### src/rtl/lpf_fir31_if.sv
// Sample/result bus of the 31-tap low-pass FIR engine, including the coefficient ROM lookup.
// The overrun signal exists only when FIR_OVERRUN_FLAG_EN is defined.
interface lpf_fir31_if;
    logic        ready;
    logic [7:0]  x;
    logic [4:0]  coeff_index;
    logic [9:0]  coeff;
    logic [17:0] y;
    logic        y_valid;
    logic        busy;
`ifdef FIR_OVERRUN_FLAG_EN
    logic        overrun;

    modport master (output ready, x, coeff, input coeff_index, y, y_valid, busy, overrun);
    modport slave  (input ready, x, coeff, output coeff_index, y, y_valid, busy, overrun);
`else
    modport master (output ready, x, coeff, input coeff_index, y, y_valid, busy);
    modport slave  (input ready, x, coeff, output coeff_index, y, y_valid, busy);
`endif
endinterface

### src/rtl/lpf_fir31.sv
// Sequential 31-tap low-pass FIR: one MAC per clock over a 32-entry circular sample history.
// Optional sticky overrun flag for strobes arriving while busy: define FIR_OVERRUN_FLAG_EN.
module lpf_fir31 (
    input  logic         clock,
    input  logic         reset_n,
    lpf_fir31_if.slave   bus
);
    typedef enum logic [1:0] {
        IDLE = 2'd0,
        MAC  = 2'd1,
        DONE = 2'd2
    } state_t;

    state_t      state_r;
    state_t      state_nxt_s;
    logic [4:0]  wptr_r;
    logic [4:0]  base_r;
    logic [4:0]  idx_r;
    logic [17:0] acc_r;
    logic [17:0] y_r;
    logic        y_valid_r;
    logic        busy_r;
    logic [7:0]  buf_r [32];

    logic [4:0]  tap_addr_s;
    logic [7:0]  tap_s;
    logic [17:0] prod_s;
    logic [4:0]  coeff_index_s;

    // Next-state decode for the IDLE -> MAC -> DONE sequence.
    always_comb begin
        state_nxt_s = state_r;
        case (state_r)
            IDLE: begin
                if (bus.ready) state_nxt_s = MAC;
                else           state_nxt_s = IDLE;
            end
            MAC: begin
                if (idx_r == 5'd30) state_nxt_s = DONE;
                else                state_nxt_s = MAC;
            end
            DONE:    state_nxt_s = IDLE;
            default: state_nxt_s = IDLE;
        endcase
    end

    // State register.
    always_ff @(posedge clock or negedge reset_n) begin
        if (!reset_n) state_r <= IDLE;
        else          state_r <= state_nxt_s;
    end

    // Tap 0 is the newest sample; older taps walk backwards around the ring.
    always_comb begin
        tap_addr_s = base_r - idx_r;
        tap_s      = buf_r[tap_addr_s];
        prod_s     = {{10{tap_s[7]}}, tap_s} * {{8{bus.coeff[9]}}, bus.coeff};
        if (state_r == MAC) coeff_index_s = idx_r;
        else                coeff_index_s = 5'd0;
    end

    // Sample capture, multiply-accumulate and result registers.
    always_ff @(posedge clock or negedge reset_n) begin
        if (!reset_n) begin
            for (int i = 0; i < 32; i++) buf_r[i] <= 8'd0;
            wptr_r    <= 5'd0;
            base_r    <= 5'd0;
            idx_r     <= 5'd0;
            acc_r     <= 18'd0;
            y_r       <= 18'd0;
            y_valid_r <= 1'b0;
            busy_r    <= 1'b0;
        end else begin
            case (state_r)
                IDLE: begin
                    if (bus.ready) begin
                        buf_r[wptr_r] <= bus.x;
                        base_r        <= wptr_r;
                        wptr_r        <= wptr_r + 5'd1;
                        acc_r         <= 18'd0;
                        idx_r         <= 5'd0;
                    end
                end
                MAC: begin
                    acc_r <= acc_r + prod_s;
                    idx_r <= idx_r + 5'd1;
                end
                DONE:    y_r <= acc_r;
                default: y_r <= y_r;
            endcase
            y_valid_r <= (state_r == DONE);
            busy_r    <= (state_nxt_s != IDLE);
        end
    end

`ifdef FIR_OVERRUN_FLAG_EN
    logic overrun_r;

    // Sticky record of any strobe that arrived while a computation was in flight.
    always_ff @(posedge clock or negedge reset_n) begin
        if (!reset_n) overrun_r <= 1'b0;
        else          overrun_r <= overrun_r | (bus.ready & (state_r != IDLE));
    end

    assign bus.overrun = overrun_r;
`endif

    assign bus.coeff_index = coeff_index_s;
    assign bus.y           = y_r;
    assign bus.y_valid     = y_valid_r;
    assign bus.busy        = busy_r;
endmodule

### src/flat_wrapper.sv
// flat-port wrapper written by rule: the top's interface ports become plain ports
module lpf_fir31_flat 
  (clock, reset_n, bus_ready, bus_x, bus_coeff, bus_coeff_index, bus_y, bus_y_valid, bus_busy);
  lpf_fir31_if bus_i ();
  input  logic clock;
  input  logic reset_n;
  input wire logic [$bits(bus_i.ready)-1:0] bus_ready;
  input wire logic [$bits(bus_i.x)-1:0] bus_x;
  input wire logic [$bits(bus_i.coeff)-1:0] bus_coeff;
  output wire logic [$bits(bus_i.coeff_index)-1:0] bus_coeff_index;
  output wire logic [$bits(bus_i.y)-1:0] bus_y;
  output wire logic [$bits(bus_i.y_valid)-1:0] bus_y_valid;
  output wire logic [$bits(bus_i.busy)-1:0] bus_busy;
  assign bus_i.ready = bus_ready;
  assign bus_i.x = bus_x;
  assign bus_i.coeff = bus_coeff;
  assign bus_coeff_index = bus_i.coeff_index;
  assign bus_y = bus_i.y;
  assign bus_y_valid = bus_i.y_valid;
  assign bus_busy = bus_i.busy;
  lpf_fir31 u_core (.clock(clock), .reset_n(reset_n), .bus(bus_i));
endmodule
### config.mk
export PLATFORM = sky130hd
export DESIGN_NAME = lpf_fir31_flat
export DESIGN_NICKNAME = d
export VERILOG_FILES = /design/src/rtl/lpf_fir31_if.sv /design/src/rtl/lpf_fir31.sv /design/src/flat_wrapper.sv
export SDC_FILE = /design/constraint.sdc
export NUM_CORES = 1
export LEC_CHECK = 0
export BUFFER_PORTS_ARGS = -buffer_cell sky130_fd_sc_hd__buf_4
export CORE_ASPECT_RATIO = 1.25
export CORE_MARGIN = 2
export CORE_UTILIZATION = 60
export CTS_CLUSTER_SIZE = 8
export DETAILED_ROUTE_END_ITERATION = 16
export PLACE_DENSITY = 0.78
export SLEW_MARGIN = 10
export SYNTH_ARGS = -nofsm -noshare
export SYNTH_HDL_FRONTEND = slang
export SYNTH_SLANG_ARGS = --single-unit
### constraint.sdc
create_clock -name clock -period 8.6 [get_ports clock]
set_input_delay 1.72 -clock clock [delete_from_list [all_inputs] [get_ports clock]]
set_output_delay 1.72 -clock clock [all_outputs]
set_load 0.05 [all_outputs]
==> impl_results.md, run 1 <==
* Highest clock rate at 0.125 GHz
* Initial core utilization at 60.9%
* DRT met1 WL at 16600 um
* Unrepaired setup endpoints after global routing: false
* # IOs at 46
* Critical Path Source Type: flop
* Critical path depth at 23
* Reg clk slew, reported paths at 0.06 ns
* Highest metal used: met4
* Synth Area per Inst at 13.2 um2
* # nets final at 1539
* Max-cap viol count at 0
* Die height at 196 um
* CP peak stage delay at 1.08 ns
* PostCTS Resize Cnt at 0
* DR vias at 11122
* Post-DR wirelength/cell at 22.6 um
* Delay-heaviest family, CP: adder cells
* Synth Area in XOR/XNOR at 1.28%
* Simple-gate share of the synthesized area at 4.91%
* First drt pass iteration count at 6
* Yosys cell types at 53
* EDFF count, synth at 0
* Final core utilization at 67.6%
* Status: completed
* Final TNS setup at 0 ns
* Worst path required time at 9.02 ns
* Mux cell area share after synthesis at 25.5%
* Vias in the first global route at 12035
* CTS root buffer: clkbuf_16
* Crit path DAT at 8.43 ns
* Routed WL at 40200 um
* Fin crit share at 93.1%
* Crit path buffers/inverters at 4
* ANT cells at 0
* Setup Viol. Count Final at 0
* Reg2Reg Setup Slack at 0.60 ns
* FF-to-FF path depth at 23
* Gpl congestion at 0.880
* Post-DP HPWL at 27800 um
* Initial antenna violation count at 0
* Remaining DRCs at 0
* Total number of yosys warnings at 0
* Hold_buf cts at 0
* Core Rows at 70
* Clock Tree Buf Depth at 3
* R2r endpoint: u_core.acc_r[16]
* CP endpoint: u_core.acc_r[16]
* Fin. Hold Viols at 0
* Layout cell share with drive strength beyond 1 at 34.4%
* Worst hold path class: flop to flop
* Largest family of logic cells by synthesized area: multiplexers
* Prevailing post-synth register cell: dfrtp_1
* DP Cell Count at 1730
* Die X at 158 um
* H-tree depth at 2
* Worst-path fanout max at 26
* GRT Total Usage at 27.4%
* Post-layout minimum cycle time at 8.00 ns
* PortBufs at 45
* Setup bufs post-CTS at 0
* Register area at 0.00778 mm2
* Post-Syn Area at 0.0178 mm2
* Overflow left after global routing at 0
* Sequential area share after synthesis at 43.8%
* Crit path top cell by count: fa_1
* Critical path's slowest cell: fa_4
* Met3 wire len at 1970 um
* Clock Skew at 0.0338 ns
* Crit path cell chain: ha_4 > fa_4 > buf_12 > mux4_2 > and2_1 > a221oi_1 > a311oi_2 > o21ai_0 > fa_1 > inv_1 > fa_1 > inv_1 > fa_1 > inv_1 > fa_1 > ha_1 > ha_1 > nor2b_1 > o21ai_0 > a21boi_0 > o41ai_1 > a2111o_1 > o211ai_1
* CP startpoint: u_core.idx_r[0]
* Hold Worst Slack at 0.497 ns
* CP Capture Type: flop
* Cell count after synthesis at 1346
* # clock sinks at 311
* Filler cells at 2037
* Post-DRT Antenna Nets at 0
* Worst-margin pin slew at 1.25 ns
* Complex-gate fraction of the synthesized area at 7.22%
* CTS tree: built
* Ys async rst share at 100%
* Multi-input gate area at 0.00933 mm2
* Syn_nets at 1504
* Slew Viols, Final at 0
* Final Non-Filler Cells at 1781
* Post-Synth Adder-Cell Area at 13.3%
* Area grow syn2layout at 10.9%
* Flops & latches, synth at 311
* Slew HR at 16.2%
* Met2 wire len at 20400 um
* Clock buffer count from CTS at 45
* Via-to-Cell Ratio at 6.24
* Core area at 0.0292 mm2
* Clock insertion delay at the later pin of the skew report at 0.56 ns
* Setup CP Type: flop to flop
* 1st-iter DRT viols at 844
* Global-route wire length before repair at 65200 um
* Die area at 0.0310 mm2
* Largest net degree at the start of global routing at 148
* Reg-to-reg critical path startpoint: u_core.idx_r[0]
cell type report:
class	count	share of cell area, %
clock buffers	49	6.06
clock inverters	2	0.197
inverters	86	1.64
multi-input cells	871	47.4
flip-flops and latches	311	39.5
well taps	396	2.51
repair buffers	66	2.74
layer usage:
layer	track usage (%)	up-vias
met3	4.73	101
met1	35.6	5830
met5	0	-
li1	-	4853
met4	10.2	0
met2	46.3	338
cell usage after synthesis, drive strengths merged, types with 12 or more instances:
library cell | n | area (um2)
a21boi | 43 | 323
a21oi | 17 | 119
and2 | 13 | 83.8
buf | 27 | 185
clkbuf | 51 | 191
dfrtp | 311 | 7780
fa | 87 | 1740
ha | 50 | 626
inv | 86 | 323
mux2 | 274 | 3090
mux4 | 64 | 1440
nand2 | 94 | 353
nand3 | 25 | 125
nand4 | 12 | 75.1
nor2 | 26 | 97.6
o21ai | 51 | 259
xnor2 | 18 | 158
kinds of logic after synthesis:
group | Yosys count
flip-flops | 311
XOR/XNOR | 26
adder cells (fa/ha/maj) | 137
buffers and inverters | 164
AND/OR/NAND/NOR | 192
multiplexers | 339
AO/OA/AOI/OAI | 177
cells in the final DEF, fill, tap and decap left out, types with 9 or more instances in the layout:
cell type	n
dfrtp_1	311
nand3_1	25
nand4_1	12
a21boi_0	43
mux2_2	274
and2_1	11
inv_1	86
ha_1	49
xnor2_1	17
nor2b_1	10
nand2_1	94
a221oi_1	11
buf_4	62
o21ai_0	50
mux4_2	64
nor2_1	26
clkbuf_16	47
a21oi_2	9
fa_1	86
through the flow:
step / area [um2] / setup slack, ns
2_1_floorplan: 17800 / 1.79
3_3_place_gp: 18500 / 0.869
3_5_place_dp: 18500 / 0.667
4_1_cts: 19700 / 0.638
5_1_grt: 19700 / 0.185
6_report: 19700 / 0.596
worst min path at each step:
| stage | from | endpoint | slack [ns] | cells after the start |
|---|---|---|---|---|
| global placement | u_core.base_r[2] | u_core.base_r[2] | 0.48 | 2 |
| detailed placement | u_core.buf_r[244] | u_core.buf_r[244] | 0.49 | 1 |
| finish | u_core.buf_r[150] | u_core.buf_r[150] | 0.50 | 1 |
| CTS | u_core.buf_r[244] | u_core.buf_r[244] | 0.50 | 1 |
| floorplan | u_core.base_r[2] | u_core.base_r[2] | 0.45 | 2 |
| global route | u_core.buf_r[182] | u_core.buf_r[182] | 0.51 | 1 |
sequential cells by signal (all words and copies together), names as in the netlist:
| register | count |
|---|---|
| u_core.acc_r | 18 |
| u_core.state_r | 2 |
| u_core.bus.y_valid | 1 |
| u_core.buf_r | 256 |
| u_core.bus.y | 18 |
| u_core.bus.busy | 1 |
| u_core.base_r | 5 |
| u_core.wptr_r | 5 |
| u_core.idx_r | 5 |
Power of run 1 is left out: the tool's default activity adds up to more than one toggle a clock period on the data nets, which glitch-free logic cannot reach.
==> inputs of run 2 (changes only) <==
CELL_PAD_IN_SITES_DETAIL_PLACEMENT = 0   (was not set)
CELL_PAD_IN_SITES_GLOBAL_PLACEMENT = 1   (was not set)
CORE_UTILIZATION = 45   (was 60)
PLACE_DENSITY = 0.71   (was 0.78)
==> run 2 against run 1 <==
Utilization shrank 17 points; clock skew is 0.0076 ns lower; sequential cell count unchanged; wire length up 3.6%; register-to-register slack improved by 0.07 ns; sequential share of layout area is 0.20 points lower; critical path type unchanged; cell count rose by 5.8%.
==> impl_results.md, run 2 (same netlist as run 1, synthesis figures left out) <==
* Status: completed
* Final TNS setup at 0 ns
* Critical Path Source Type: flop
* Critical path's slowest cell: fa_4
* Slew Viols, Final at 0
* Top reg by flops: u_core.buf_r
* CTS tree: built
* ANT cells at 0
* Clock Skew at 0.0262 ns
* Multi-input gate area at 0.00932 mm2
* Clock buffer count from CTS at 45
* Largest net degree at the start of global routing at 166
* Slew HR at 25.2%
* CP startpoint: u_core.idx_r[0]
* Via-to-Cell Ratio at 5.74
* Post-layout minimum cycle time at 7.94 ns
* Fin. Hold Viols at 0
* Area grow syn2layout at 11.5%
* Post-DR wirelength/cell at 22.1 um
* Die height at 226 um
* Post-DRT Antenna Nets at 0
* Core Rows at 81
* Reg clk slew, reported paths at 0.05 ns
* Unrepaired setup endpoints after global routing: false
* Reg2Reg Setup Slack at 0.66 ns
* Clock Tree Buf Depth at 3
* Worst hold path class: flop to flop
* # clock sinks at 311
* PortBufs at 45
* Fin crit share at 92.3%
* Setup Viol. Count Final at 0
* Post-DP HPWL at 29100 um
* CP Capture Type: flop
* Register area at 0.00778 mm2
* Hold_buf cts at 0
* Reg-to-reg critical path startpoint: u_core.idx_r[0]
* Max-cap viol count at 0
* # nets final at 1541
* 1st-iter DRT viols at 551
* Setup bufs post-CTS at 0
* First drt pass iteration count at 5
* DR vias at 10823
* Remaining DRCs at 0
* PostCTS Resize Cnt at 0
* Hold wc startpoint: u_core.base_r[3]
* Layout cell share with drive strength beyond 1 at 34.6%
* Number of flip-flops under the largest register name at 256
* CTS root buffer: clkbuf_16
* Most frequent cells in the layout: dfrtp_1, mux2_2, nand2_1, inv_1, fa_1
* Overflow left after global routing at 0
* Crit path top cell by count: fa_1
* Highest clock rate at 0.126 GHz
* Worst-path fanout max at 32
* Die X at 182 um
* Filler cells at 3373
* Vias in the first global route at 11705
* Gpl congestion at 0.863
* Clock insertion delay at the later pin of the skew report at 0.57 ns
* Setup CP Type: flop to flop
* Initial antenna violation count at 0
* # IOs at 46
* CP peak stage delay at 1.17 ns
* Worst-margin pin slew at 1.12 ns
* Worst path required time at 9.03 ns
* Crit path cell chain: ha_4 > fa_4 > buf_12 > mux4_2 > nand2_1 > a311oi_2 > o21ai_0 > fa_1 > inv_1 > fa_1 > inv_1 > fa_1 > inv_1 > fa_1 > ha_1 > ha_1 > nor2b_1 > o21ai_0 > a21boi_0 > o41ai_1 > a2111o_1 > o211ai_1
* Global-route wire length before repair at 67400 um
* GRT Total Usage at 21.4%
* Most common cell after layout, fill and taps aside: dfrtp_1
* Core area at 0.0390 mm2
* H-tree depth at 2
* Crit path DAT at 8.36 ns
* Initial core utilization at 45.5%
* Routed WL at 41700 um
* Die area at 0.0411 mm2
## run 2: cell types whose count changed in the layout (fill, tap and decap cells not counted), sizes merged
cell | before | now
clkbuf | 49 | 46
buf | 66 | 68
inv | 86 | 88
clkinvlp | 0 | 1
## run 2: metal layers
layer	wire [um]	track usage, %
met2	20600	36.6
met4	1220	7.29
met1	18500	28.1
met3	1300	2.97
met5	0	0
## run 2: final timing paths
| check | endpoint | cells after the start |
|---|---|---|
| min in group asynchronous | u_core.idx_r[1] | 1 |
| hold / removal | u_core.base_r[3] | 2 |
| hold reg to reg | u_core.base_r[3] | 2 |
| setup / recovery | u_core.acc_r[16] | 22 |
| setup reg to reg | u_core.acc_r[16] | 22 |
| max in group asynchronous | u_core.buf_r[108] | 2 |
## run 2: layout make-up
| class | instances | area share (%) |
|---|---|---|
| multi-input cells | 871 | 47.1 |
| flip-flops and latches | 311 | 39.3 |
| clock buffers | 46 | 5.70 |
| well taps | 498 | 3.15 |
| repair buffers | 68 | 2.80 |
| inverters | 86 | 1.63 |
| clock inverters | 5 | 0.360 |
## run 2: stage by stage
| stage | util, % | cell area [um2] | setup WS, ns | std cells | hold WS (ns) |
|---|---|---|---|---|---|
| 6_report | 50.8 | 19800 | 0.665 | 1885 | 0.488 |
| 5_1_grt | 50.8 | 19800 | 0.191 | 1885 | 0.509 |
| 4_1_cts | 50.8 | 19800 | 0.674 | 1885 | 0.492 |
| 3_5_place_dp | 47.7 | 18600 | 0.698 | 1834 | 0.478 |
| 3_3_place_gp | 47.7 | 18600 | 0.786 | 1834 | 0.465 |
| 2_1_floorplan | - | 17800 | 1.79 | 1346 | 0.450 |
## run 2: worst max-delay path, delay by kind of cell (launching register included)
kind / cells / cell delay (ns)
AO/OA/AOI/OAI: 7 / 2.41
adder cells (fa/ha/maj): 8 / 4.02
flip-flops: 1 / 0.45
multiplexers: 1 / 0.22
buffers and inverters: 4 / 0.45
AND/OR/NAND/NOR: 2 / 0.22
Power of run 2 is left out for the same reason.
